File: src/rtl/llc_cmd_issuer.sv
// llc_cmd_issuer: in-order command FIFO that feeds the LLC model with a one-cycle eof strobe
// followed by a programmable idle gap. Define LLC_CMD_FILTER_EN to drop unsupported commands at enqueue.
module llc_cmd_issuer #(
    parameter int ADDR_BITS = 32,
    parameter int CMDSIZE   = 4,
    parameter int DEPTH     = 8,
    parameter int GAP       = 2
) (
    input  logic                 clk,
    input  logic                 rst,
    input  logic                 in_valid,
    output logic                 in_ready,
    input  logic [CMDSIZE-1:0]   in_cmd,
    input  logic [ADDR_BITS-1:0] in_addr,
    output logic [CMDSIZE-1:0]   llc_cmd,
    output logic [ADDR_BITS-1:0] llc_addr,
    output logic                 llc_eof,
    output logic                 busy,
    output logic [31:0]          issued_count,
    output logic [31:0]          filtered_count
);
    localparam int PTR_W = $clog2(DEPTH);
    localparam int OCC_W = $clog2(DEPTH + 1);
    localparam int GAP_W = (GAP > 1) ? $clog2(GAP) : 1;

    typedef enum logic [1:0] {S_IDLE, S_ISSUE, S_GAP} state_t;

    state_t               state;
    state_t               state_nxt;
    logic [CMDSIZE-1:0]   cmd_mem  [DEPTH];
    logic [ADDR_BITS-1:0] addr_mem [DEPTH];
    logic [PTR_W-1:0]     wr_ptr;
    logic [PTR_W-1:0]     rd_ptr;
    logic [OCC_W-1:0]     occ;
    logic [GAP_W-1:0]     gap_cnt;
    logic                 accept;
    logic                 wr_en;
    logic                 pop;
    logic                 fifo_empty;

    // Ready comes from registered occupancy only, so a same-cycle pop never frees a full FIFO.
    assign in_ready   = (occ != OCC_W'(DEPTH));
    assign fifo_empty = (occ == '0);
    assign accept     = in_valid && in_ready;
    assign busy       = !fifo_empty || (state != S_IDLE);

`ifdef LLC_CMD_FILTER_EN
    function automatic logic cmd_supported(input logic [CMDSIZE-1:0] c);
        return (c <= CMDSIZE'(6)) || (c == CMDSIZE'(8)) || (c == CMDSIZE'(9));
    endfunction

    logic drop;

    // Dropped entries still complete the handshake; they just never reach the FIFO.
    assign drop  = accept && !cmd_supported(in_cmd);
    assign wr_en = accept && !drop;

    always_ff @(posedge clk) begin
        if (rst) begin
            filtered_count <= '0;
        end else if (drop) begin
            filtered_count <= filtered_count + 32'd1;
        end
    end
`else
    assign wr_en          = accept;
    assign filtered_count = '0;
`endif

    always_ff @(posedge clk) begin
        if (wr_en) begin
            cmd_mem[wr_ptr]  <= in_cmd;
            addr_mem[wr_ptr] <= in_addr;
        end
    end

    always_ff @(posedge clk) begin
        if (rst) begin
            wr_ptr <= '0;
            rd_ptr <= '0;
            occ    <= '0;
        end else begin
            if (wr_en) wr_ptr <= wr_ptr + PTR_W'(1);
            if (pop)   rd_ptr <= rd_ptr + PTR_W'(1);
            case ({wr_en, pop})
                2'b10:   occ <= occ + OCC_W'(1);
                2'b01:   occ <= occ - OCC_W'(1);
                default: occ <= occ;
            endcase
        end
    end

    always_ff @(posedge clk) begin
        if (rst) state <= S_IDLE;
        else     state <= state_nxt;
    end

    always_comb begin
        state_nxt = state;
        case (state)
            S_IDLE:  if (!fifo_empty) state_nxt = S_ISSUE;
            S_ISSUE: state_nxt = S_GAP;
            S_GAP:   if (gap_cnt == '0) state_nxt = S_IDLE;
            default: state_nxt = S_IDLE;
        endcase
    end

    always_comb begin
        pop     = (state == S_IDLE) && !fifo_empty;
        llc_eof = (state == S_ISSUE);
    end

    always_ff @(posedge clk) begin
        if (rst) begin
            gap_cnt <= '0;
        end else if (state == S_ISSUE) begin
            gap_cnt <= GAP_W'(GAP - 1);
        end else if ((state == S_GAP) && (gap_cnt != '0)) begin
            gap_cnt <= gap_cnt - GAP_W'(1);
        end
    end

    // The LLC-facing command/address load only on a pop and hold through strobe and gap.
    always_ff @(posedge clk) begin
        if (rst) begin
            llc_cmd      <= '0;
            llc_addr     <= '0;
            issued_count <= '0;
        end else if (pop) begin
            llc_cmd      <= cmd_mem[rd_ptr];
            llc_addr     <= addr_mem[rd_ptr];
            issued_count <= issued_count + 32'd1;
        end
    end
endmodule

File: config.mk
export PLATFORM = sky130hd
export DESIGN_NAME = llc_cmd_issuer
export DESIGN_NICKNAME = d
export VERILOG_FILES = /design/src/rtl/llc_cmd_issuer.sv
export SDC_FILE = /design/constraint.sdc
export NUM_CORES = 1
export LEC_CHECK = 0
export CAP_MARGIN = 20
export CORE_MARGIN = 5
export CORE_UTILIZATION = 50
export CTS_BUF_LIST = sky130_fd_sc_hd__clkbuf_4 sky130_fd_sc_hd__clkbuf_8
export CTS_CLUSTER_SIZE = 25
export DETAILED_ROUTE_END_ITERATION = 6
export PLACE_DENSITY = 0.76
export REMOVE_ABC_BUFFERS = 1
export SYNTH_ARGS = -nofsm -noshare
export SYNTH_HDL_FRONTEND = slang
export SYNTH_SLANG_ARGS = --single-unit
export TNS_END_PERCENT = 100
File: constraint.sdc
create_clock -name clk -period 6.15 [get_ports clk]
set_input_delay 0.9225 -clock clk [delete_from_list [all_inputs] [get_ports clk]]
set_output_delay 0.9225 -clock clk [all_outputs]
set_load 0.005 [all_outputs]
### Word-level counts from Yosys, hierarchy flattened

Memory sizes are Yosys's and may differ from the RTL's. A register that Yosys moved wholly into a read port is not among the register bits.
Cells that the tools add are included.

| storage, ports and cells | value |
|---|---|
| memory bits (read-only) | 0 |
| bits in latches | 0 |
| memories | 2 |
| bits in writable memories | 288 |
| input port bits | 39 |
| flip-flop bits (word level) | 45 |
| output and inout bits | 103 |

Memories:

| name | words | bits a word | read ports | clocked after Yosys merged registers in | wr ports | RTL line | text |
|---|---|---|---|---|---|---|---|
| addr_mem | 8 | 32 | 1 | 1 | 1 | 31 | `logic [ADDR_BITS-1:0] addr_mem [DEPTH];` |
| cmd_mem | 8 | 4 | 1 | 1 | 1 | 30 | `logic [CMDSIZE-1:0] cmd_mem [DEPTH];` |

| operators by class | value |
|---|---|
| $add $sub $neg | 6 |
| equality and inequality tests | 7 |
| shift-type cells | 0 |
| magnitude comparators | 0 |
| reduce and logical (&&, ||, !) cells | 11 |
| div/mod/pow operators | 0 |
| bitwise operators | 0 |
| multiplexer cells | 8 |
| multipliers | 0 |

Operators by type and width:

| kind | number |
|---|---|
| adder 32 x 1 -> 32 bit (second input constant) | 1 |
| case mux 4 bit (2 select lines) | 1 |
| adder 3 x 1 -> 3 bit (second input constant) | 2 |
| case mux 2 bit (3 select lines) | 1 |
| nonzero test 2 bit | 3 |
| adder 4 x 1 -> 4 bit (second input constant) | 1 |
| == test 2 x 1 -> 1 bit (second input constant) | 2 |
| == test 2 bit (second input constant) | 2 |
| zero test 4 bit | 1 |
| two-way mux 1 bit | 4 |
| two-way mux 2 bit | 2 |
| != test 2 bit (second input constant) | 2 |
| != test 4 bit (second input constant) | 1 |
| subtractor 4 x 1 -> 4 bit (second input constant) | 1 |
| logical AND 1 bit | 3 |
| zero test 2 bit | 1 |
| AND reduction 2 bit | 1 |
| zero test 1 bit | 1 |
| logical OR 1 bit | 1 |
| subtractor 1 bit (second input constant) | 1 |

### Longest topological paths before layout

| logic depth | value |
|---|---|
| depth in word-level cells | 5 |
| gate-level depth with buffers | 12 |
| mapped depth without buffers | 10 |

### Least setup slack after synthesis

No wires, ideal clock.

| timing path | value |
|---|---|
| kind | input -> register |
| from | input port in_valid |
| to | memory addr_mem[0][0] (enable) |
| path buffers | 0 |
| data required time | 5631 ps |
| slack | 1091 ps |
| arrival time | 4540 ps |
| cell stages on the path | 2 |
| cells stage by stage | nand2_1 > nor4_1 |

| on the way | value |
|---|---|
| cells in the longest elaborated chain, start to end | 3 |

Ends and longest elaborated chain:

| what | RTL line | text |
|---|---|---|
| start, declared | 11 | `input logic in_valid,` |
| logical AND 1 bit | 44 | `assign accept = in_valid && in_ready;` |
| two-way mux 1 bit | 71 | `if (wr_en) begin` |
| two-way mux 1 bit (implied by the code) | 73 | `addr_mem[wr_ptr] <= in_addr;` |
| end, declared | 31 |  |

No other way between the ends.

### Final worst setup path

| timing path | value |
|---|---|
| from | register occ[0] |
| to | register occ[2] |

| on the way | value |
|---|---|
| cells in the longest elaborated chain, start to end | 5 |
| elaborated cells between the ends (all ways) | 11 |

Ends and longest elaborated chain:

| what | RTL line | text |
|---|---|---|
| start, declared | 34 | `logic [OCC_W-1:0] occ;` |
| start signal, assigned | 86 | `2'b10: occ <= occ + OCC_W'(1);` |
| start signal, assigned | 87 | `2'b01: occ <= occ - OCC_W'(1);` |
| zero test 4 bit | 43 | `assign fifo_empty = (occ == '0);` |
| zero test 1 bit | 109 | `pop = (state == S_IDLE) && !fifo_empty;` |
| logical AND 1 bit | 109 |  |
| == test 2 x 1 -> 1 bit or == test 2 bit (tied branches) | 85 | `case ({wr_en, pop})` |
| case mux 4 bit (2 select lines) or nonzero test 2 bit (tied branches) | -- |  |

Parallel ways exist; a longest one is shown, timed or not.
A chain may end at the register's enable or synchronous reset.

==> results.ini <==
[power_and_ir_drop]
switching_share_pct=26.86
p_per_area_nw_per_um2=405.0
power_leakage_uw=0.005517
p_sw_uw=1846
seqPwrFrac_pct=46.4
p_clk_share_pct=31.8
power.internal_uw=5026
irDropWorstVdd_mv=0.2752
share_comb_of_total_power_pct=21.8

[floorplan]
start_util_pct=50.98
dieArea_um2=32040
ios=142
die_x_um=179.0
dieHeight_um=179.0
rows=61
fp.coreArea_um2=28010

[yosys]
syn-instance-count=817
synth_top_area_cell=edfxtp_1
synth.area.top_cells=edfxtp_1, dfxtp_1, mux4_2
ys_ff_latch=369
syn_area_per_cell_um2=17.48
ys_types=40
synth_compound_area_share_pct=2.628
yosysSeqAreaShare_pct=71.91
synth_top_family_by_area=multiplexers
synthAdderAreaFrac_pct=0.5257
async_flop_share_pct=0
yosys_warnings=0
synthMostInstantiatedCell=edfxtp_1
syn_area_um2=14280
ys.flop_type=edfxtp_1
synth_top_area_share_pct=60.56
synthMuxAreaShare_pct=13.95
synthXorXnorAreaFrac_pct=2.146
synth_simple_gate_area_share_pct=5.739
synth_edf_count=288
synth_common_cells=edfxtp_1, dfxtp_1, nor2_1

[timing]
timing.setup.tns_ns=0
final.period_utilization_pct=55.23
setup_viol=0
fmax_ghz=0.2944
finalHoldViolCount=0
drv_slew=0
slew_headroom_pct=28.11
rsz0062_at_grt=false
worst-slew-pin-transition_ns=1.078
timing.final.crit_period_ns=3.396
finClkSkew_ns=0.02399

[cts]
ctsLongestPathBuffers=3
cts.sinks=369
cts_tree=built
cts_buffers=56
postCtsSetupBuffers=0
h-tree-depth=2
cts_root_buf=clkbuf_8
clkSlewWorstSetupHoldPaths_ns=0.06
insertion_delay_ns=0.58
hold_buffers=0
cts-resized-gates=0

[grt]
grt_pass1_wl_um=41810
grt_max_degree=82
antenna_found_initial=2
track_usage_pct=16.70
grt_overflow=0
first_global_vias=7683

[place]
place.gp.congestion=0.7533
dp_hpwl_um=15220
port_buffers=109

[routing]
via_per_inst=5.361
routed_wl_um=26570
route.detailed.drc=0
drt_iter0_drc=518
drtPass1Iterations=4
dr_total_vias=7409
wl_per_cell_um=19.22
ant_nets=0

[critical_path]
slowest_stage=buf_4
cp.required_ns=6.66
r2r_setup_slack_ns=2.75
worstSetupStartpointType=register
end_kind=register
crit_arrival_ns=3.90
critical_path.cell_chain=nor4_4, nand2b_1, clkinv_2, buf_4, ha_1, xor2_1, ha_1, a21oi_1, xor2_1, or3_1, a21oi_1
critical_path_peak_fanout=44
path_class=reg -> reg
max_stage_delay_ns=0.48

[cells_and_area]
area_growth_pct=18.80
final_net_count=1000
final_core_util_pct=60.57
layout-drive-gt1-share_pct=20.74

[outcome]
outcome=finished clean

[min_path]
holdCritPathClass=reg -> reg

[flow_run]
drv_cap=0

[sequential cells by signal, indices dropped and copies added (netlist names)]
signal        flops
addr_mem        256
cmd_mem          32
issued_count     32
llc_addr         32
llc_cmd           4
occ               4
rd_ptr            3
wr_ptr            3
state             2
gap_cnt           1
[cell families (layout without fill, tap and decap cells)]
group           count (synthesis)  after routing
flops                         369            369
mux                           109            109
compound gates                 56             56
fa+ha+maj                       6              6
xor+xnor                       35             35
other cells                     1             33
simple gates                  164            164
buf+inv                        77            232
[worst paths after layout]
| path | startpoint | to | cells past startpoint |
|---|---|---|---|
| max | occ[0] | occ[2] | 11 |
| min | gap_cnt | state[1] | 2 |
| max reg2reg | occ[0] | occ[2] | 11 |
| min reg2reg | gap_cnt | state[1] | 2 |
[worst max-delay path, delay by kind of cell (launching register included)]
kind | cells | cell delay [ns]
flip-flops | 1 | 0.39
adder cells (fa/ha/maj) | 2 | 0.49
AO/OA/AOI/OAI | 2 | 0.28
buffers and inverters | 2 | 0.93
AND/OR/NAND/NOR | 3 | 0.96
XOR/XNOR | 2 | 0.25
[power by group through the flow]
stage / clock (µW) / sequential (µW) / combinational [µW]
floorplan: 0 / 3240 / 935
global placement: 0 / 3240 / 1490
detailed placement: 0 / 3250 / 1520
CTS: 2240 / 3200 / 1530
global route: 2350 / 3230 / 1650
finish: 2190 / 3190 / 1500
[area by class of cell]
| cell class | count | area, µm² |
|---|---|---|
| inverter | 4 | 16.27 |
| clock buffer | 91 | 1109 |
| fill | 2031 | 11040 |
| multi-input combinational | 402 | 3737 |
| clock inverter | 15 | 163.9 |
| antenna | 1 | 2.502 |
| timing repair buffer | 122 | 1186 |
| sequential | 369 | 10280 |
| tap | 378 | 473.0 |
[cells in the final DEF (no fill, tap or decap), drive strengths merged, types with 10 or more instances in the layout]
master / n
clkdlybuf4s50: 108
a211oi: 37
nand3: 15
buf: 14
nor3: 10
nand2: 21
mux2i: 37
nand4: 15
edfxtp: 288
xor2: 29
conb: 32
clkinv: 12
clkbuf: 91
dfxtp: 81
nor2: 79
a21oi: 12
mux4: 72
[through the flow]
step | instances | setup slack (ns) | hold WS [ns] | total power (µW) | cell area (µm²)
detailed placement | 1275 | 2.768 | 0.4756 | 4767 | 15690
floorplan | 775 | 1.091 | 0.4477 | 4173 | 13970
CTS | 1381 | 2.742 | 0.4857 | 6962 | 16960
global placement | 1275 | 2.810 | 0.4654 | 4731 | 15690
finish | 1382 | 2.754 | 0.4825 | 6872 | 16970
global route | 1382 | 2.432 | 0.5162 | 7236 | 16970
[per-layer routing]
| layer | vias to the layer above | global-route usage, % | share of wire, % |
|---|---|---|---|
| met3 | 49 | 3.332 | 6.6 |
| met4 | 2 | 4.477 | 1.9 |
| li1 | 3416 | - | - |
| met2 | 242 | 27.90 | 49 |
| met1 | 3700 | 22.66 | 42 |
| met5 | - | 0 | 0.072 |
(Power assumes the default switching activity.)
